===== src/rtl/instr_mem_access_pkg.sv =====
// Shared types and constants for the memory-access stage.
// Holds the FSM state enum, the LOAD/STORE opcodes, the funct3 encodings
// and the packed payload of a data-memory request.
package instr_mem_access_pkg;

    localparam int unsigned DW       = 32;
    localparam int unsigned OPC_W    = 7;
    localparam int unsigned FUNCT3_W = 3;
    localparam int unsigned BE_W     = DW / 8;

    typedef enum logic [1:0] {
        IDLE = 2'd0,
        REQ  = 2'd1,
        WAIT = 2'd2,
        DONE = 2'd3
    } mem_state_t;

    localparam logic [OPC_W-1:0] OPC_LOAD  = 7'b000_0011;
    localparam logic [OPC_W-1:0] OPC_STORE = 7'b010_0011;

    localparam logic [FUNCT3_W-1:0] F3_B  = 3'd0;
    localparam logic [FUNCT3_W-1:0] F3_H  = 3'd1;
    localparam logic [FUNCT3_W-1:0] F3_W  = 3'd2;
    localparam logic [FUNCT3_W-1:0] F3_BU = 3'd4;
    localparam logic [FUNCT3_W-1:0] F3_HU = 3'd5;

    // Request fields held stable on the dmem port for the whole REQ phase.
    typedef struct packed {
        logic [DW-1:0]   addr;
        logic            we;
        logic [BE_W-1:0] be;
        logic [DW-1:0]   wdata;
    } dmem_req_t;

    function automatic logic is_mem_op(input logic [OPC_W-1:0] opcode);
        return (opcode == OPC_LOAD) || (opcode == OPC_STORE);
    endfunction

endpackage


===== src/rtl/instr_mem_access_lsu_align.sv =====
// Combinational load/store alignment unit.
// Request side: byte enables, lane-shifted store data and the access check
//   (illegal funct3 for the access kind, or address not size-aligned).
// Response side: extracts the addressed lane of a load word and sign- or
//   zero-extends it according to the captured funct3.
// Ports:
//   is_store, funct3, addr_lo, store_data  -> be_c, wdata_c, access_err_c
//   ld_funct3, ld_addr_lo, rdata           -> ld_data_c
module lsu_align #(
    parameter int unsigned XLEN = 32
) (
    input  logic            is_store,
    input  logic [2:0]      funct3,
    input  logic [1:0]      addr_lo,
    input  logic [XLEN-1:0] store_data,
    output logic [3:0]      be_c,
    output logic [XLEN-1:0] wdata_c,
    output logic            access_err_c,
    input  logic [2:0]      ld_funct3,
    input  logic [1:0]      ld_addr_lo,
    input  logic [XLEN-1:0] rdata,
    output logic [XLEN-1:0] ld_data_c
);
    import instr_mem_access_pkg::*;

    logic            legal_f3;
    logic            misaligned;
    logic [XLEN-1:0] ld_shift;

    // Request-side byte enables, store lanes and legality.
    always_comb begin
        be_c         = 4'b0000;
        misaligned   = 1'b0;
        legal_f3     = 1'b0;
        access_err_c = 1'b0;
        wdata_c      = store_data << {addr_lo, 3'b000};

        if (is_store) begin
            legal_f3 = (funct3 == F3_B) || (funct3 == F3_H) || (funct3 == F3_W);
        end else begin
            legal_f3 = (funct3 == F3_B)  || (funct3 == F3_H) || (funct3 == F3_W) ||
                       (funct3 == F3_BU) || (funct3 == F3_HU);
        end

        // funct3[1:0] encodes the access size for both signed and unsigned loads.
        case (funct3[1:0])
            2'b00: begin
                be_c = 4'b0001 << addr_lo;
            end
            2'b01: begin
                be_c       = 4'b0011 << addr_lo;
                misaligned = addr_lo[0];
            end
            default: begin
                be_c       = 4'b1111;
                misaligned = (addr_lo != 2'b00);
            end
        endcase

        access_err_c = !legal_f3 || misaligned;
    end

    // Response-side lane extraction and extension.
    always_comb begin
        ld_shift  = rdata >> {ld_addr_lo, 3'b000};
        ld_data_c = ld_shift;
        case (ld_funct3)
            F3_B:    ld_data_c = {{(XLEN-8){ld_shift[7]}},   ld_shift[7:0]};
            F3_H:    ld_data_c = {{(XLEN-16){ld_shift[15]}}, ld_shift[15:0]};
            F3_BU:   ld_data_c = {{(XLEN-8){1'b0}},          ld_shift[7:0]};
            F3_HU:   ld_data_c = {{(XLEN-16){1'b0}},         ld_shift[15:0]};
            default: ld_data_c = ld_shift;
        endcase
    end

endmodule


===== src/rtl/instr_mem_access.sv =====
// Memory-access pipeline stage.
// Accepts one instruction per cycle from execute (when not stalled), passes
// non-memory results to writeback after one cycle, and runs LOAD/STORE
// transactions on the data-memory port with a valid/ready request and a
// valid-only response, stalling upstream while a transaction is in flight.
// Ports:
//   clk, rst                                  clock, sync active-high reset
//   ex_valid, instruction_in, alu_in,
//   mem_data_in                               execute-stage outputs
//   mem_stall                                 upstream halt (state != IDLE)
//   dmem_req_valid/ready, dmem_addr, dmem_we,
//   dmem_be, dmem_wdata                       request channel
//   dmem_rsp_valid, dmem_rdata                response channel
//   wb_valid, wb_instruction, wb_data         writeback outputs
//   mem_fault                                 fault pulse
module instr_mem_access #(
    parameter int unsigned XLEN        = 32,
    parameter int unsigned RSP_TIMEOUT = 16
) (
    input  logic            clk,
    input  logic            rst,
    input  logic            ex_valid,
    input  logic [XLEN-1:0] instruction_in,
    input  logic [XLEN-1:0] alu_in,
    input  logic [XLEN-1:0] mem_data_in,
    output logic            mem_stall,
    output logic            dmem_req_valid,
    input  logic            dmem_req_ready,
    output logic [XLEN-1:0] dmem_addr,
    output logic            dmem_we,
    output logic [3:0]      dmem_be,
    output logic [XLEN-1:0] dmem_wdata,
    input  logic            dmem_rsp_valid,
    input  logic [XLEN-1:0] dmem_rdata,
    output logic            wb_valid,
    output logic [XLEN-1:0] wb_instruction,
    output logic [XLEN-1:0] wb_data,
    output logic            mem_fault
);
    import instr_mem_access_pkg::*;

    localparam int unsigned CNT_W = $clog2(RSP_TIMEOUT + 1);

    mem_state_t      state_q,     state_d;
    logic [CNT_W-1:0] cnt_q,      cnt_d;
    logic [CNT_W-1:0] cnt_inc;
    dmem_req_t       req_q,       req_d;
    logic            req_valid_q, req_valid_d;
    logic [XLEN-1:0] instr_q,     instr_d;
    logic [1:0]      addr_lo_q,   addr_lo_d;
    logic            wb_valid_q,  wb_valid_d;
    logic [XLEN-1:0] wb_instr_q,  wb_instr_d;
    logic [XLEN-1:0] wb_data_q,   wb_data_d;
    logic            fault_q,     fault_d;

    logic [OPC_W-1:0] opcode_in;
    logic             is_store_in;
    logic [3:0]       be_c;
    logic [XLEN-1:0]  wdata_c;
    logic             access_err_c;
    logic [XLEN-1:0]  ld_data_c;

    assign opcode_in   = instruction_in[6:0];
    assign is_store_in = (opcode_in == OPC_STORE);

    // Request decode uses the live execute inputs; load extraction uses the
    // funct3 and byte offset captured at acceptance.
    lsu_align #(
        .XLEN(XLEN)
    ) u_align (
        .is_store     (is_store_in),
        .funct3       (instruction_in[14:12]),
        .addr_lo      (alu_in[1:0]),
        .store_data   (mem_data_in),
        .be_c         (be_c),
        .wdata_c      (wdata_c),
        .access_err_c (access_err_c),
        .ld_funct3    (instr_q[14:12]),
        .ld_addr_lo   (addr_lo_q),
        .rdata        (dmem_rdata),
        .ld_data_c    (ld_data_c)
    );

    assign cnt_inc = cnt_q + CNT_W'(1);

    // Next-state and registered-output logic.
    always_comb begin
        state_d     = state_q;
        cnt_d       = cnt_q;
        req_d       = req_q;
        req_valid_d = req_valid_q;
        instr_d     = instr_q;
        addr_lo_d   = addr_lo_q;
        wb_valid_d  = 1'b0;
        wb_instr_d  = wb_instr_q;
        wb_data_d   = wb_data_q;
        fault_d     = 1'b0;

        case (state_q)
            IDLE: begin
                if (ex_valid) begin
                    if (is_mem_op(opcode_in)) begin
                        if (access_err_c) begin
                            fault_d = 1'b1;
                        end else begin
                            state_d     = REQ;
                            req_valid_d = 1'b1;
                            req_d.addr  = {alu_in[XLEN-1:2], 2'b00};
                            req_d.we    = is_store_in;
                            req_d.be    = be_c;
                            req_d.wdata = wdata_c;
                            instr_d     = instruction_in;
                            addr_lo_d   = alu_in[1:0];
                        end
                    end else begin
                        wb_valid_d = 1'b1;
                        wb_instr_d = instruction_in;
                        wb_data_d  = alu_in;
                    end
                end
            end

            REQ: begin
                if (dmem_req_ready) begin
                    req_valid_d = 1'b0;
                    if (req_q.we) begin
                        state_d    = DONE;
                        wb_valid_d = 1'b1;
                        wb_instr_d = instr_q;
                        wb_data_d  = '0;
                    end else begin
                        state_d = WAIT;
                        cnt_d   = '0;
                    end
                end
            end

            WAIT: begin
                // A response in the final counted cycle still wins over the timeout.
                if (dmem_rsp_valid) begin
                    state_d    = DONE;
                    wb_valid_d = 1'b1;
                    wb_instr_d = instr_q;
                    wb_data_d  = ld_data_c;
                end else begin
                    cnt_d = cnt_inc;
                    if (cnt_inc == CNT_W'(RSP_TIMEOUT)) begin
                        fault_d = 1'b1;
                        state_d = IDLE;
                    end
                end
            end

            DONE: begin
                state_d = IDLE;
            end

            default: begin
                state_d = IDLE;
            end
        endcase
    end

    // State and output registers.
    always_ff @(posedge clk) begin
        if (rst) begin
            state_q     <= IDLE;
            cnt_q       <= '0;
            req_q       <= '0;
            req_valid_q <= 1'b0;
            instr_q     <= '0;
            addr_lo_q   <= '0;
            wb_valid_q  <= 1'b0;
            wb_instr_q  <= '0;
            wb_data_q   <= '0;
            fault_q     <= 1'b0;
        end else begin
            state_q     <= state_d;
            cnt_q       <= cnt_d;
            req_q       <= req_d;
            req_valid_q <= req_valid_d;
            instr_q     <= instr_d;
            addr_lo_q   <= addr_lo_d;
            wb_valid_q  <= wb_valid_d;
            wb_instr_q  <= wb_instr_d;
            wb_data_q   <= wb_data_d;
            fault_q     <= fault_d;
        end
    end

    assign mem_stall      = (state_q != IDLE);
    assign dmem_req_valid = req_valid_q;
    assign dmem_addr      = req_q.addr;
    assign dmem_we        = req_q.we;
    assign dmem_be        = req_q.be;
    assign dmem_wdata     = req_q.wdata;
    assign wb_valid       = wb_valid_q;
    assign wb_instruction = wb_instr_q;
    assign wb_data        = wb_data_q;
    assign mem_fault      = fault_q;

endmodule


===== config.mk =====
export PLATFORM = sky130hd
export DESIGN_NAME = instr_mem_access
export DESIGN_NICKNAME = d
export VERILOG_FILES = /design/src/rtl/instr_mem_access_pkg.sv /design/src/rtl/instr_mem_access_lsu_align.sv /design/src/rtl/instr_mem_access.sv
export SDC_FILE = /design/constraint.sdc
export NUM_CORES = 1
export LEC_CHECK = 0
export ABC_AREA = 1
export CORE_MARGIN = 2
export CORE_UTILIZATION = 40
export CTS_CLUSTER_DIAMETER = 80
export DETAILED_ROUTE_END_ITERATION = 12
export PLACE_DENSITY = 0.81
export SLEW_MARGIN = 0
export SYNTH_ARGS = -nofsm -noshare
export SYNTH_HDL_FRONTEND = slang
export SYNTH_SLANG_ARGS = --single-unit

===== constraint.sdc =====
create_clock -name clk -period 1.87 [get_ports clk]
set_input_delay 0.187 -clock clk [delete_from_list [all_inputs] [get_ports clk]]
set_output_delay 0.187 -clock clk [all_outputs]
set_load 0.005 [all_outputs]

After elaboration in Yosys (flattened, before gate mapping) --
Index checks and enable logic that the tools add are counted.
Storage, ports and cells: input bits 133, word-level logic and storage cells 109, register bits 175
Operators by class: muxes and demuxes 45, bitwise logic cells 1, shift-type cells 4, $add $sub $neg 1, reduce and logical (&&, ||, !) cells 21, equal/unequal tests 24
Operators with widths (number):
- 32-bit two-way mux | 10
- 32-bit case mux with 3 select lines | 2
- 32-bit case mux with 4 select lines | 1
- 32-bit by 5-bit left shift with 32-bit output | 1
- 32-bit by 5-bit right shift with 32-bit output | 1
- 2-bit != test, second input constant | 9
- 1-bit two-way mux | 16
- 5-bit two-way mux | 3
- 3-bit == test, second input constant | 4
- 2-bit two-way mux | 6
- 5-bit case mux with 2 select lines | 1
- 5-bit AND reduction | 2
- 2-bit case mux with 4 select lines | 1
- 4-bit case mux with 2 select lines | 1
- 4-bit AND reduction | 2
- 2-bit nonzero test | 4
- 7-bit by 2-bit == test with 1-bit output, second input constant | 1
- 7-bit by 6-bit == test with 1-bit output, second input constant | 1
- 3-bit by 1-bit == test with 1-bit output, second input constant | 2
- 3-bit zero test | 2
- 1-bit logical OR | 6
- 1-bit case mux with 2 select lines | 3
- 6-bit AND reduction | 1
- 5-bit by 1-bit adder with 5-bit output, second input constant | 1
- 12 further kinds | 15

Logic depth before layout (Yosys ltp) --
depth after elaboration 12, mapped depth 12, mapped depth without buffers 11

By module --
From an unflattened synthesis, not the netlist that was laid out.
Unflattened totals: cell total of the unflattened synthesis 1278, area, all modules 8903.5 sq um
Modules (own cells, without submodules):
- instr_mem_access | instances 1, area each 7428.4 sq um, cells an instance 1007
- lsu_align | instances 1, area each 1475.2 sq um, cells an instance 271

Worst setup path after synthesis --
OpenSTA, ideal clock, no wires.
kind flip-flop to flip-flop, from register state_q[0], to register wb_instr_q[0] (netlist: wb_instruction[0]), cell stages (with the launch flop) 10, setup slack 0.135 ns, path buffers 3, setup time 0.116 ns, period minus slack after synthesis 1.735 ns, data arrival time 1.619 ns, cell sequence dfxtp_1 inv_1 ha_1 clkbuf_1 inv_1 buf_2 clkbuf_1 o21ai_0 o21ai_0 nor2_1
On the way: word-level cells in the longest chain between the ends 3
RTL lines:
- start, declared | RTL line instr_mem_access.sv:44 | mem_state_t state_q, state_d;
- start signal, assigned | RTL line instr_mem_access.sv:178 | state_q <= state_d;
- 2-bit by 1-bit == test with 1-bit output (tied with other cells) | RTL line instr_mem_access.sv:99 | case (state_q)
- 2-bit != test (no source line) / 3-bit nonzero test (equally long branches)
- 6-bit AND reduction (no source line)
- end signal, assigned | RTL line instr_mem_access.sv:185 | wb_instr_q <= wb_instr_d;
- end, declared | RTL line instr_mem_access.sv:52 | logic [XLEN-1:0] wb_instr_q, wb_instr_d;
Several ways; a longest one is shown, not always the timed one. A chain may end at the register's enable or synchronous reset.

Final worst setup path --
from register state_q[0], to register instr_q[17]
On the way: word-level cells in the longest chain between the ends 2
RTL lines:
- 2-bit zero test | RTL line instr_mem_access.sv:99
- 4-bit AND reduction (no source line)
- end signal, assigned | RTL line instr_mem_access.sv:182 | instr_q <= instr_d;
- end, declared | RTL line instr_mem_access.sv:49 | logic [XLEN-1:0] instr_q, instr_d;
Every way passes these cells.

==> out/results.tsv <==
metric	value	unit
dp_cells	1733	
syn_inst	1227	
finalMaxSlewViolations	0	
grt_max_degree	50	
gp_congestion	0.9149	
start_util	40.84	%
wl_per_cell	16.10	um
fin_crit	1.796	ns
diodes	0	
timing.fmax	556.6	MHz
synth_top_area_cell	dfxtp_1	
die_h	147.7	um
power_density	730.4	nW/um2
total_power	9.036	mW
grt_pass1_vias	8803	
fin_hold_ws	0.4029	ns
path_class	flop to flop	
utilization	61.14	%
antenna_left	0	
layout_commonest_cell	clkdlybuf4s50_1	
crit_required	2.18	ns
die_area	21820	um2
cts_buffers	17	
mostFrequentLayoutCells	266 x clkdlybuf4s50_1, 255 x nand2_1, 233 x nor2_1	
die_w	147.7	um
io_pins	270	
place_area	11430	um2
outcome	finished clean	
rows	52	
fin_area	12370	um2
critPathTopFamily	simple AND/OR/NAND/NOR gates	
netlist.area_leader.share	42.40	%
synth_edf_count	0	
path_max_fanout	49	
ir_drop	673.0	uV
cts-root-buf	clkbuf_16	
overflow	0	
nets	1631	
arrival	2.10	ns
cts_tree	yes	
crit_buf_inv	2	
hold_viol_final	0	
drt_pass1_iterations	5	
drc	0	
cp-start-kind	flop	
period_share	96.07	%
worstReg2RegStart	state_q[0]	
pre_cts_ws	-0.1890	ns
rsz0062_at_grt	true	
hp-class	primary input to flop	
cp_slowest_cell	dfxtp_2	
via_per_inst	5.253	
syn-mean-instance-area	6.734	um2
cts_max_level	4	
clkTransAtPathRegs	0.07	ns
synth_seq_area_share	42.40	%
clock_path_buffers	2	
fin_skew	0.01470	ns
worst_slack	0.07352	ns
cts_sinks	175	
core	20230	um2
grt_first_pass_wirelength	43.75	mm
fin_cells	1776	
synthArstFlopShare	0	%
grt.total_usage	24.70	%
post-dp-hpwl	19.49	mm
synthFlopType	dfxtp_1	
synth_cell_types	34	
wl	28.60	mm
io_buffers	267	
yosysWarnings	0	
worst_skew_pair.late_latency	0.43	ns
synthesis.area	8263	um2
drive_gt1_share	9.628	%
finalSetupViolCount	0	
tns	0	ns
startpoint	state_q[0]	
worstHoldStart	alu_in[25]	
synth_area_leaders	dfxtp_1 42%, nand2_1 12%, nor2_1 11%	
antenna_found_initial	0	
path_cells	inv_1, ha_2, nand4_1, nor2_2, nand2_4, buf_12, o21ai_0, nor2_1	
max_stage_delay	0.35	ns
area_growth	49.71	%
p_leak	4.962	nW
maxCapViolCount	0	
end_kind	flop	
first_iter_violations	664	
ys_seq_elements	175	
vias	9330	
==> layout make-up <==
| cell class | count | area [um2] |
|---|---|---|
| Clock buffer | 17 | 425.4 |
| Clock inverter | 15 | 200.2 |
| Fill cell | 1829 | 7864 |
| Inverter | 42 | 182.7 |
| Multi-Input combinational cell | 918 | 4182 |
| Sequential cell | 175 | 3506 |
| Tap cell | 270 | 337.8 |
| Timing Repair Buffer | 338 | 3528 |
| Timing Repair inverter | 1 | 8.758 |
==> repair_timing <==
item,in CTS,in global routing
setup buffers,1,1
gates resized for setup,10,38
endpoints found under the setup margin,30,87
cloned,0,9
hold buffers,0,0
pin swaps,0,2
==> synthesized netlist by cell type, types with 2 or more instances <==
master and number:
clkinv_1 2, nand2_1 255, o21ai_0 145, nor2_1 235
buf_1 5, nor3_1 3, nor2_2 13, ha_1 5
buf_6 7, or2_2 5, nand2_2 3, buf_4 6
buf_2 20, inv_2 4, a311oi_1 2, mux2i_1 7
a21oi_1 109, o21ai_1 41, clkbuf_1 53, buf_8 2
dfxtp_1 175, inv_1 34, nand3_1 67, a31oi_1 9
nand4_1 11
==> worst paths after layout <==
| kind | end | slack, ns | depth (start not counted) |
|---|---|---|---|
| setup / recovery | instr_q[17] | 0.07 | 8 |
| hold / removal | dmem_addr[25] | 0.40 | 3 |
| setup reg to reg | instr_q[17] | 0.07 | 8 |
| hold reg to reg | instr_q[2] | 0.46 | 2 |
==> power by group <==
part	total [mW]	leakage, nW	internal [mW]	switching, mW
Clock	3.82	0.294	2.15	1.66
Sequential	3.91	1.43	3.84	0.0681
Combinational	1.31	3.24	0.715	0.593
Total	9.04	4.96	6.71	2.32
==> kinds of logic (layout without fill, tap and decap cells) <==
group,count (synthesis),after routing,share of synthesized area (%)
fa+ha+maj,5,5,0.7571
compound gates,308,308,18.97
other cells,1,2,0.04538
simple gates,596,596,29.32
mux,7,7,0.8480
buf+inv,135,413,7.662
flops,175,175,42.40
==> registers in the layout, indices dropped and copies added, names as in the netlist <==
name            flops
dmem_req_valid      1
cnt_q               5
wb_instruction     32
dmem_addr          30
mem_fault           1
instr_q            32
wb_valid            1
wb_data            32
dmem_wdata         32
dmem_we             1
dmem_be             4
state_q             2
addr_lo_q           2
==> tightest hold or removal path, delay by kind of cell <==
family / cells / cell delay (ns)
buffers and inverters: 1 / 0.42
AO/OA/AOI/OAI: 1 / 0.13
AND/OR/NAND/NOR: 1 / 0.04
==> metal layers <==
metal	part of all wire [%]	track usage, %	routed length, um	vias to the layer above
li1	-	-	-	4551
met1	42	31.25	12010	4306
met2	48	41.79	13730	403
met3	6.7	4.012	1909	70
met4	3.3	10.48	952	0
met5	0	0	0	-
Note: power is estimated with default switching activity, not from simulation.
